==> config.mk <==
export PLATFORM = sky130hd
export DESIGN_NAME = dot_product_acc_flat
export DESIGN_NICKNAME = d
export VERILOG_FILES = /design/src/rtl/dot_product_acc_if.sv /design/src/rtl/dot_product_acc.sv /design/src/flat_wrapper.sv
export SDC_FILE = /design/constraint.sdc
export NUM_CORES = 2
export LEC_CHECK = 0
export ABC_AREA = 1
export CAP_MARGIN = 20
export CORE_ASPECT_RATIO = 0.6
export CORE_MARGIN = 1
export CORE_UTILIZATION = 48
export DETAILED_ROUTE_END_ITERATION = 10
export GPL_TIMING_DRIVEN = 0
export PLACE_DENSITY = 0.7
export SLEW_MARGIN = 20
export SYNTH_ARGS = -nofsm -noshare
export SYNTH_HDL_FRONTEND = slang
export SYNTH_SLANG_ARGS = --single-unit
export TNS_END_PERCENT = 20
==> constraint.sdc <==
create_clock -name clk -period 5.4 [get_ports clk]
set_input_delay 0.54 -clock clk [delete_from_list [all_inputs] [get_ports clk]]
set_output_delay 0.54 -clock clk [all_outputs]
set_load 0.01 [all_outputs]
==> src/rtl/dot_product_acc_if.sv <==
// Beat, control and result bundle of the dot-product engine.
// Timing and flow control are defined by the engine that drives the slave side.
interface dot_product_acc_if #(
    parameter int PIXEL_SIZE  = 10,
    parameter int WEIGHT_SIZE = 19,
    parameter int VAL_SIZE    = 26,
    parameter int LANES       = 4
);
    logic                          start;
    logic                          in_valid;
    logic                          in_ready;
    logic [LANES*PIXEL_SIZE-1:0]   Pixels;
    logic [LANES*WEIGHT_SIZE-1:0]  Weights;
    logic                          out_valid;
    logic                          out_ready;
    logic [VAL_SIZE-1:0]           value;
    logic                          overflow;
    logic                          busy;

    modport master (
        output start, in_valid, Pixels, Weights, out_ready,
        input  in_ready, out_valid, value, overflow, busy
    );

    modport slave (
        input  start, in_valid, Pixels, Weights, out_ready,
        output in_ready, out_valid, value, overflow, busy
    );
endinterface

==> src/rtl/dot_product_acc.sv <==
// Streaming signed fixed-point dot product with per-beat saturating accumulation.
// Result 3 cycles after the last accepted beat; held under out_valid until out_ready.
module dot_product_acc #(
    parameter int PIXEL_SIZE  = 10,
    parameter int WEIGHT_SIZE = 19,
    parameter int VAL_SIZE    = 26,
    parameter int LANES       = 4,
    parameter int PIXEL_N     = 785
) (
    input  logic              clk,
    input  logic              GlobalReset,
    dot_product_acc_if.slave  bus
);
    localparam int BEATS      = (PIXEL_N + LANES - 1) / LANES;
    localparam int LAST_LANES = PIXEL_N - (BEATS - 1) * LANES;
    localparam int CNT_W      = (BEATS > 1) ? $clog2(BEATS) : 1;
    localparam int SUM_W      = WEIGHT_SIZE + $clog2(LANES);
    localparam int ADD_W      = ((VAL_SIZE > SUM_W) ? VAL_SIZE : SUM_W) + 1;
    localparam int MUL_W      = WEIGHT_SIZE + PIXEL_SIZE + 1;

    typedef enum logic [1:0] {
        IDLE  = 2'd0,
        ACCUM = 2'd1,
        DRAIN = 2'd2,
        OUT   = 2'd3
    } state_t;

    state_t                         state;
    state_t                         state_nxt;
    logic [CNT_W-1:0]               beat_cnt;
    logic [1:0]                     drain_cnt;
    logic                           accept;
    logic                           last_beat;
    logic                           start_take;

    logic signed [WEIGHT_SIZE-1:0]  prod_nxt [LANES];
    logic signed [WEIGHT_SIZE-1:0]  prod_dat [LANES];
    logic                           prod_vld;
    logic signed [SUM_W-1:0]        lane_sum;
    logic signed [SUM_W-1:0]        sum_dat;
    logic                           sum_vld;

    logic signed [VAL_SIZE-1:0]     acc;
    logic                           ovf;
    logic signed [ADD_W-1:0]        acc_sum;
    logic signed [ADD_W-1:0]        sat_max;
    logic signed [ADD_W-1:0]        sat_min;
    logic                           sat_hi;
    logic                           sat_lo;
    logic signed [VAL_SIZE-1:0]     acc_nxt;

    assign accept     = bus.in_valid && (state == ACCUM);
    assign last_beat  = (beat_cnt == CNT_W'(BEATS - 1));
    assign start_take = (state == IDLE) && bus.start;

    // ---------------- control FSM ----------------
    always_ff @(posedge clk) begin
        if (GlobalReset) begin
            state <= IDLE;
        end else begin
            state <= state_nxt;
        end
    end

    always_comb begin
        state_nxt = state;
        case (state)
            IDLE:    if (bus.start)                state_nxt = ACCUM;
            ACCUM:   if (accept && last_beat)      state_nxt = DRAIN;
            DRAIN:   if (drain_cnt == 2'd2)        state_nxt = OUT;
            OUT:     if (bus.out_ready)            state_nxt = IDLE;
            default:                               state_nxt = IDLE;
        endcase
    end

    always_comb begin
        bus.in_ready  = 1'b0;
        bus.out_valid = 1'b0;
        bus.busy      = 1'b1;
        case (state)
            IDLE:    bus.busy      = 1'b0;
            ACCUM:   bus.in_ready  = 1'b1;
            OUT:     bus.out_valid = 1'b1;
            default: ;
        endcase
    end

    always_ff @(posedge clk) begin
        if (GlobalReset) begin
            beat_cnt  <= '0;
            drain_cnt <= '0;
        end else begin
            if (start_take) begin
                beat_cnt <= '0;
            end else if (accept) begin
                beat_cnt <= beat_cnt + 1'b1;
            end
            if (state == DRAIN) begin
                drain_cnt <= drain_cnt + 1'b1;
            end else begin
                drain_cnt <= '0;
            end
        end
    end

    // ---------------- stage 1: per-lane products ----------------
    for (genvar j = 0; j < LANES; j++) begin : g_lane
        logic signed [MUL_W-1:0] w_ext;
        logic signed [MUL_W-1:0] p_ext;
        logic signed [MUL_W-1:0] full;
        logic                    unused_bits;

        assign w_ext = MUL_W'($signed(bus.Weights[j*WEIGHT_SIZE +: WEIGHT_SIZE]));
        assign p_ext = MUL_W'({1'b0, bus.Pixels[j*PIXEL_SIZE +: PIXEL_SIZE]});
        assign full  = w_ext * p_ext;
        // Taking bits above the fraction is the floor shift; the product always fits WEIGHT_SIZE.
        assign prod_nxt[j] = (last_beat && (j >= LAST_LANES)) ? '0
                                                               : full[PIXEL_SIZE +: WEIGHT_SIZE];
        assign unused_bits = ^{full[PIXEL_SIZE-1:0], full[MUL_W-1]};
    end

    always_ff @(posedge clk) begin
        if (GlobalReset) begin
            prod_vld <= 1'b0;
            prod_dat <= '{default: '0};
        end else begin
            prod_vld <= accept;
            if (accept) begin
                prod_dat <= prod_nxt;
            end
        end
    end

    // ---------------- stage 2: lane sum ----------------
    always_comb begin
        lane_sum = '0;
        for (int j = 0; j < LANES; j++) begin
            lane_sum = lane_sum + SUM_W'(prod_dat[j]);
        end
    end

    always_ff @(posedge clk) begin
        if (GlobalReset) begin
            sum_vld <= 1'b0;
            sum_dat <= '0;
        end else begin
            sum_vld <= prod_vld;
            if (prod_vld) begin
                sum_dat <= lane_sum;
            end
        end
    end

    // ---------------- stage 3: saturating accumulate ----------------
    assign sat_max = {{(ADD_W - VAL_SIZE + 1){1'b0}}, {(VAL_SIZE - 1){1'b1}}};
    assign sat_min = {{(ADD_W - VAL_SIZE + 1){1'b1}}, {(VAL_SIZE - 1){1'b0}}};
    assign acc_sum = ADD_W'(acc) + ADD_W'(sum_dat);
    assign sat_hi  = (acc_sum > sat_max);
    assign sat_lo  = (acc_sum < sat_min);
    assign acc_nxt = sat_hi ? sat_max[VAL_SIZE-1:0] :
                     sat_lo ? sat_min[VAL_SIZE-1:0] :
                              acc_sum[VAL_SIZE-1:0];

    always_ff @(posedge clk) begin
        if (GlobalReset) begin
            acc <= '0;
            ovf <= 1'b0;
        end else if (start_take) begin
            acc <= '0;
            ovf <= 1'b0;
        end else if (sum_vld) begin
            acc <= acc_nxt;
            if (sat_hi || sat_lo) begin
                ovf <= 1'b1;
            end
        end
    end

    assign bus.value    = acc;
    assign bus.overflow = ovf;
endmodule
==> src/flat_wrapper.sv <==
// flat-port wrapper written by rule: the top's interface ports become plain ports
module dot_product_acc_flat 
#(
    parameter int PIXEL_SIZE  = 10,
    parameter int WEIGHT_SIZE = 19,
    parameter int VAL_SIZE    = 26,
    parameter int LANES       = 4,
    parameter int PIXEL_N     = 785
)
  (clk, GlobalReset, bus_start, bus_in_valid, bus_Pixels, bus_Weights, bus_out_ready, bus_in_ready, bus_out_valid, bus_value, bus_overflow, bus_busy);
  dot_product_acc_if #(.PIXEL_SIZE(PIXEL_SIZE), .WEIGHT_SIZE(WEIGHT_SIZE), .VAL_SIZE(VAL_SIZE), .LANES(LANES)) bus_i ();
  input  logic clk;
  input  logic GlobalReset;
  input wire logic [$bits(bus_i.start)-1:0] bus_start;
  input wire logic [$bits(bus_i.in_valid)-1:0] bus_in_valid;
  input wire logic [$bits(bus_i.Pixels)-1:0] bus_Pixels;
  input wire logic [$bits(bus_i.Weights)-1:0] bus_Weights;
  input wire logic [$bits(bus_i.out_ready)-1:0] bus_out_ready;
  output wire logic [$bits(bus_i.in_ready)-1:0] bus_in_ready;
  output wire logic [$bits(bus_i.out_valid)-1:0] bus_out_valid;
  output wire logic [$bits(bus_i.value)-1:0] bus_value;
  output wire logic [$bits(bus_i.overflow)-1:0] bus_overflow;
  output wire logic [$bits(bus_i.busy)-1:0] bus_busy;
  assign bus_i.start = bus_start;
  assign bus_i.in_valid = bus_in_valid;
  assign bus_i.Pixels = bus_Pixels;
  assign bus_i.Weights = bus_Weights;
  assign bus_i.out_ready = bus_out_ready;
  assign bus_in_ready = bus_i.in_ready;
  assign bus_out_valid = bus_i.out_valid;
  assign bus_value = bus_i.value;
  assign bus_overflow = bus_i.overflow;
  assign bus_busy = bus_i.busy;
  dot_product_acc #(.PIXEL_SIZE(PIXEL_SIZE), .WEIGHT_SIZE(WEIGHT_SIZE), .VAL_SIZE(VAL_SIZE), .LANES(LANES), .PIXEL_N(PIXEL_N)) u_core (.clk(clk), .GlobalReset(GlobalReset), .bus(bus_i));
endmodule
==> flow_summary.yaml <==
cells_and_area:
  num-fill-cells: 7558
  seqCellArea_sq_um: 2763
  final_common_cell: "inv_1"
  drive_gt1_frac: 0.03993
  final_cell_mix: "1395 x inv_1, 1331 x nand2_1, 700 x fa_1"
  antennaDiodeCount: 0
  fin_nets: 6315
  final_core_util: 0.5224
  area_growth_pct: 6.554
  multi_input_area_sq_um: 28680
synth:
  yosysSeqAreaShare: 0.07383
  syn_inst: 5145
  yosys_register_bits: 138
  synthAdderAreaFrac: 0.4742
  netlist_area_sq_um: 37420
  synth_compound_area_frac: 0.07621
  synth_fp_nets: 6264
  synth_top_family_by_area: "adder cells"
  synthMuxAreaShare: 0
  yosysWarnings: 0
  synth-simple-area-share: 0.1991
  synth_xor_area_frac: 0.01521
  synth.avg_cell_area_sq_um: 7.273
  synth.distinct_cells: 44
place:
  dp_slack_ps: -1056
  port_buffers: 33
  place_congestion: 0.9447
  dpl.hpwl_um: 87280
hold_path:
  hold_path.class: "register to register"
route:
  wl_per_cell_um: 16.22
  routed_wl_um: 101400
  drt_iter0_markers: 2833
  drc_errors: 0
  firstDrtPassIters: 5
  num_vias: 31713
  via_per_inst: 5.075
  ant_nets: 0
sta:
  worstMarginPinSlew_ps: 767.5
  fmax_mhz: 190.4
  drv_slew: 0
  finClkSkew_ps: 16.07
  rsz0062_at_grt: "yes"
  hold_viol_final: 0
  hold_ws_ps: 421.6
  worst_slack_ps: 149.2
  finalSetupViolCount: 0
  max_slew_margin: 0.4883
  finalCritPeriodShare: 0.9724
  period_needed_ps: 5251
outcome:
  status: "finished, final reports clean"
setup_path:
  cp_data_arrival_time_ps: 5640
  cp_max_fo: 10
  startpoint_type: "primary input"
  r2r_slack_ps: 1940
  critPathRequiredTime_ps: 5790
  critPathCaptureType: "register"
  crit_type: "primary input to register"
grt:
  grt_start_max_net_pins: 20
  grt_antenna_before_repair: 0
  grt_pass1_vias: 31217
  grt_util_all_layers: 0.2648
  overflow: 0
  grt_pass1_wl_um: 166600
clocking:
  cts-root-buf: "clkbuf_16"
  path_clk_slew_ps: 60
  clock_sinks: 138
  h-tree-depth: 4
  cts_buffers: 17
  cts_tree: "done"
  insertion_delay_ps: 450
  cts.path.max_buffers: 2
pwr:
  leakage_nw: 22.88
  power_per_cell_area_nw_per_um2: 588.8
  peakVddDrop_mv: 0.3944
  finalPower_mw: 23.48
die:
  core_area_sq_um: 76320
  rows: 78
  start_util: 0.4903
  num_io_pins: 151
  dieArea_sq_um: 79110
  die_h_um: 218.3
  die_width_um: 362.5
flow_run:
  drv_cap: 0
timing repair:
item | CTS | global route
resized for setup | 44 | 161
cloned | 0 | 0
setup endpoints to repair | 58 | 50
hold buffers | 0 | 0
buffers inserted | 0 | 0
state kept, by name (all words and copies together) (netlist names):
signal,flops
u_core.prod_dat,76
u_core.bus.value,26
u_core.sum_dat,21
u_core.beat_cnt,8
u_core.drain_cnt,2
u_core.state,2
u_core.bus.overflow,1
u_core.prod_vld,1
u_core.sum_vld,1
report_power, final:
group	internal, mW	switching, mW	total, mW
combinational	7.29	13.4	20.7
clock	0.655	0.503	1.16
sequential	1.30	0.311	1.62
total	9.25	14.2	23.5
per-layer routing:
metal  vias to the layer above  global-route usage  wire [um]
met5                         -                   0          0
met4                         0             0.02377        505
met3                        50             0.04792       9287
met2                      1175              0.3686      39450
met1                     15312              0.4327      52140
li1                      15176                   -          -
through the flow:
stage / area (sq um) / TNS [ps] / cells
floorplan: 37420 / 0 / 5145
global placement: 39050 / -40790 / 6218
detailed placement: 39050 / -43300 / 6218
CTS: 39680 / 0 / 6249
global route: 39870 / -377.9 / 6249
finish: 39870 / 0 / 6249
cell families after synthesis:
family                   Yosys count
AO/OA/AOI/OAI                    504
buffers and inverters           1595
adder cells (fa/ha/maj)          998
AND/OR/NAND/NOR                 1845
flip-flops                       138
XOR/XNOR                          65
synthesized netlist by cell type (all sizes together):
| cell | instances | area [sq um] |
|---|---|---|
| nor4 | 7 | 43.79 |
| xor2 | 35 | 306.5 |
| dfxtp | 138 | 2763 |
| fa | 700 | 14010 |
| nor2 | 227 | 869.6 |
| or2 | 16 | 100.1 |
| o22ai | 1 | 6.260 |
| o21bai | 26 | 195.2 |
| nand2 | 1343 | 5091 |
| a31oi | 21 | 131.4 |
| nand4 | 22 | 137.6 |
| o31ai | 2 | 15.01 |
| nor3b | 1 | 12.51 |
| o221ai | 2 | 17.52 |
| buf | 42 | 212.7 |
| ha | 298 | 3729 |
| nand3 | 167 | 845.8 |
| o21ai | 149 | 745.7 |
| a21oi | 244 | 1296 |
| a21boi | 23 | 172.7 |
| a31o | 1 | 8.760 |
| clkbuf | 155 | 581.8 |
| o21a | 4 | 30.03 |
| xnor2 | 30 | 262.8 |
| o211ai | 5 | 37.54 |
| nand3b | 13 | 101.4 |
| inv | 1398 | 5250 |
| and2 | 1 | 6.260 |
| a21o | 24 | 180.2 |
| nor3 | 48 | 240.2 |
| a211oi | 2 | 15.01 |
path summary, 6_finish.rpt:
path | cells after the start | startpoint | to
max reg2reg | 17 | u_core.prod_dat[1] | u_core.sum_dat[17]
min reg2reg | 1 | u_core.drain_cnt[0] | u_core.drain_cnt[0]
min | 1 | u_core.drain_cnt[0] | u_core.drain_cnt[0]
max | 22 | bus_Pixels[6] | u_core.prod_dat[69]
critical path, cell delays in order:
cell and delay, ps:
buf_2 280, clkbuf_4 320, nand2_1 100, fa_1 520, inv_1 60, fa_1 550
fa_1 460, fa_1 560, inv_1 70, fa_1 480, inv_1 40, ha_1 350
nand2_1 150, nor2_1 210, inv_1 90, o21ai_0 190, nand2_1 70, nand3_1 160
nor2_1 60, o21ai_1 230, nand2_1 80, inv_1 60
final cells by class:
| class | instances | area share |
|---|---|---|
| buffer | 196 | 0.02426 |
| clock buffer | 18 | 0.01101 |
| clock inverter | 14 | 0.003452 |
| inverter | 1398 | 0.1317 |
| multi-input combinational | 3412 | 0.7194 |
| sequential | 138 | 0.06929 |
| tap | 1040 | 0.03264 |
| timing repair buffer | 33 | 0.008285 |
Power figures use the tool's default switching activity.
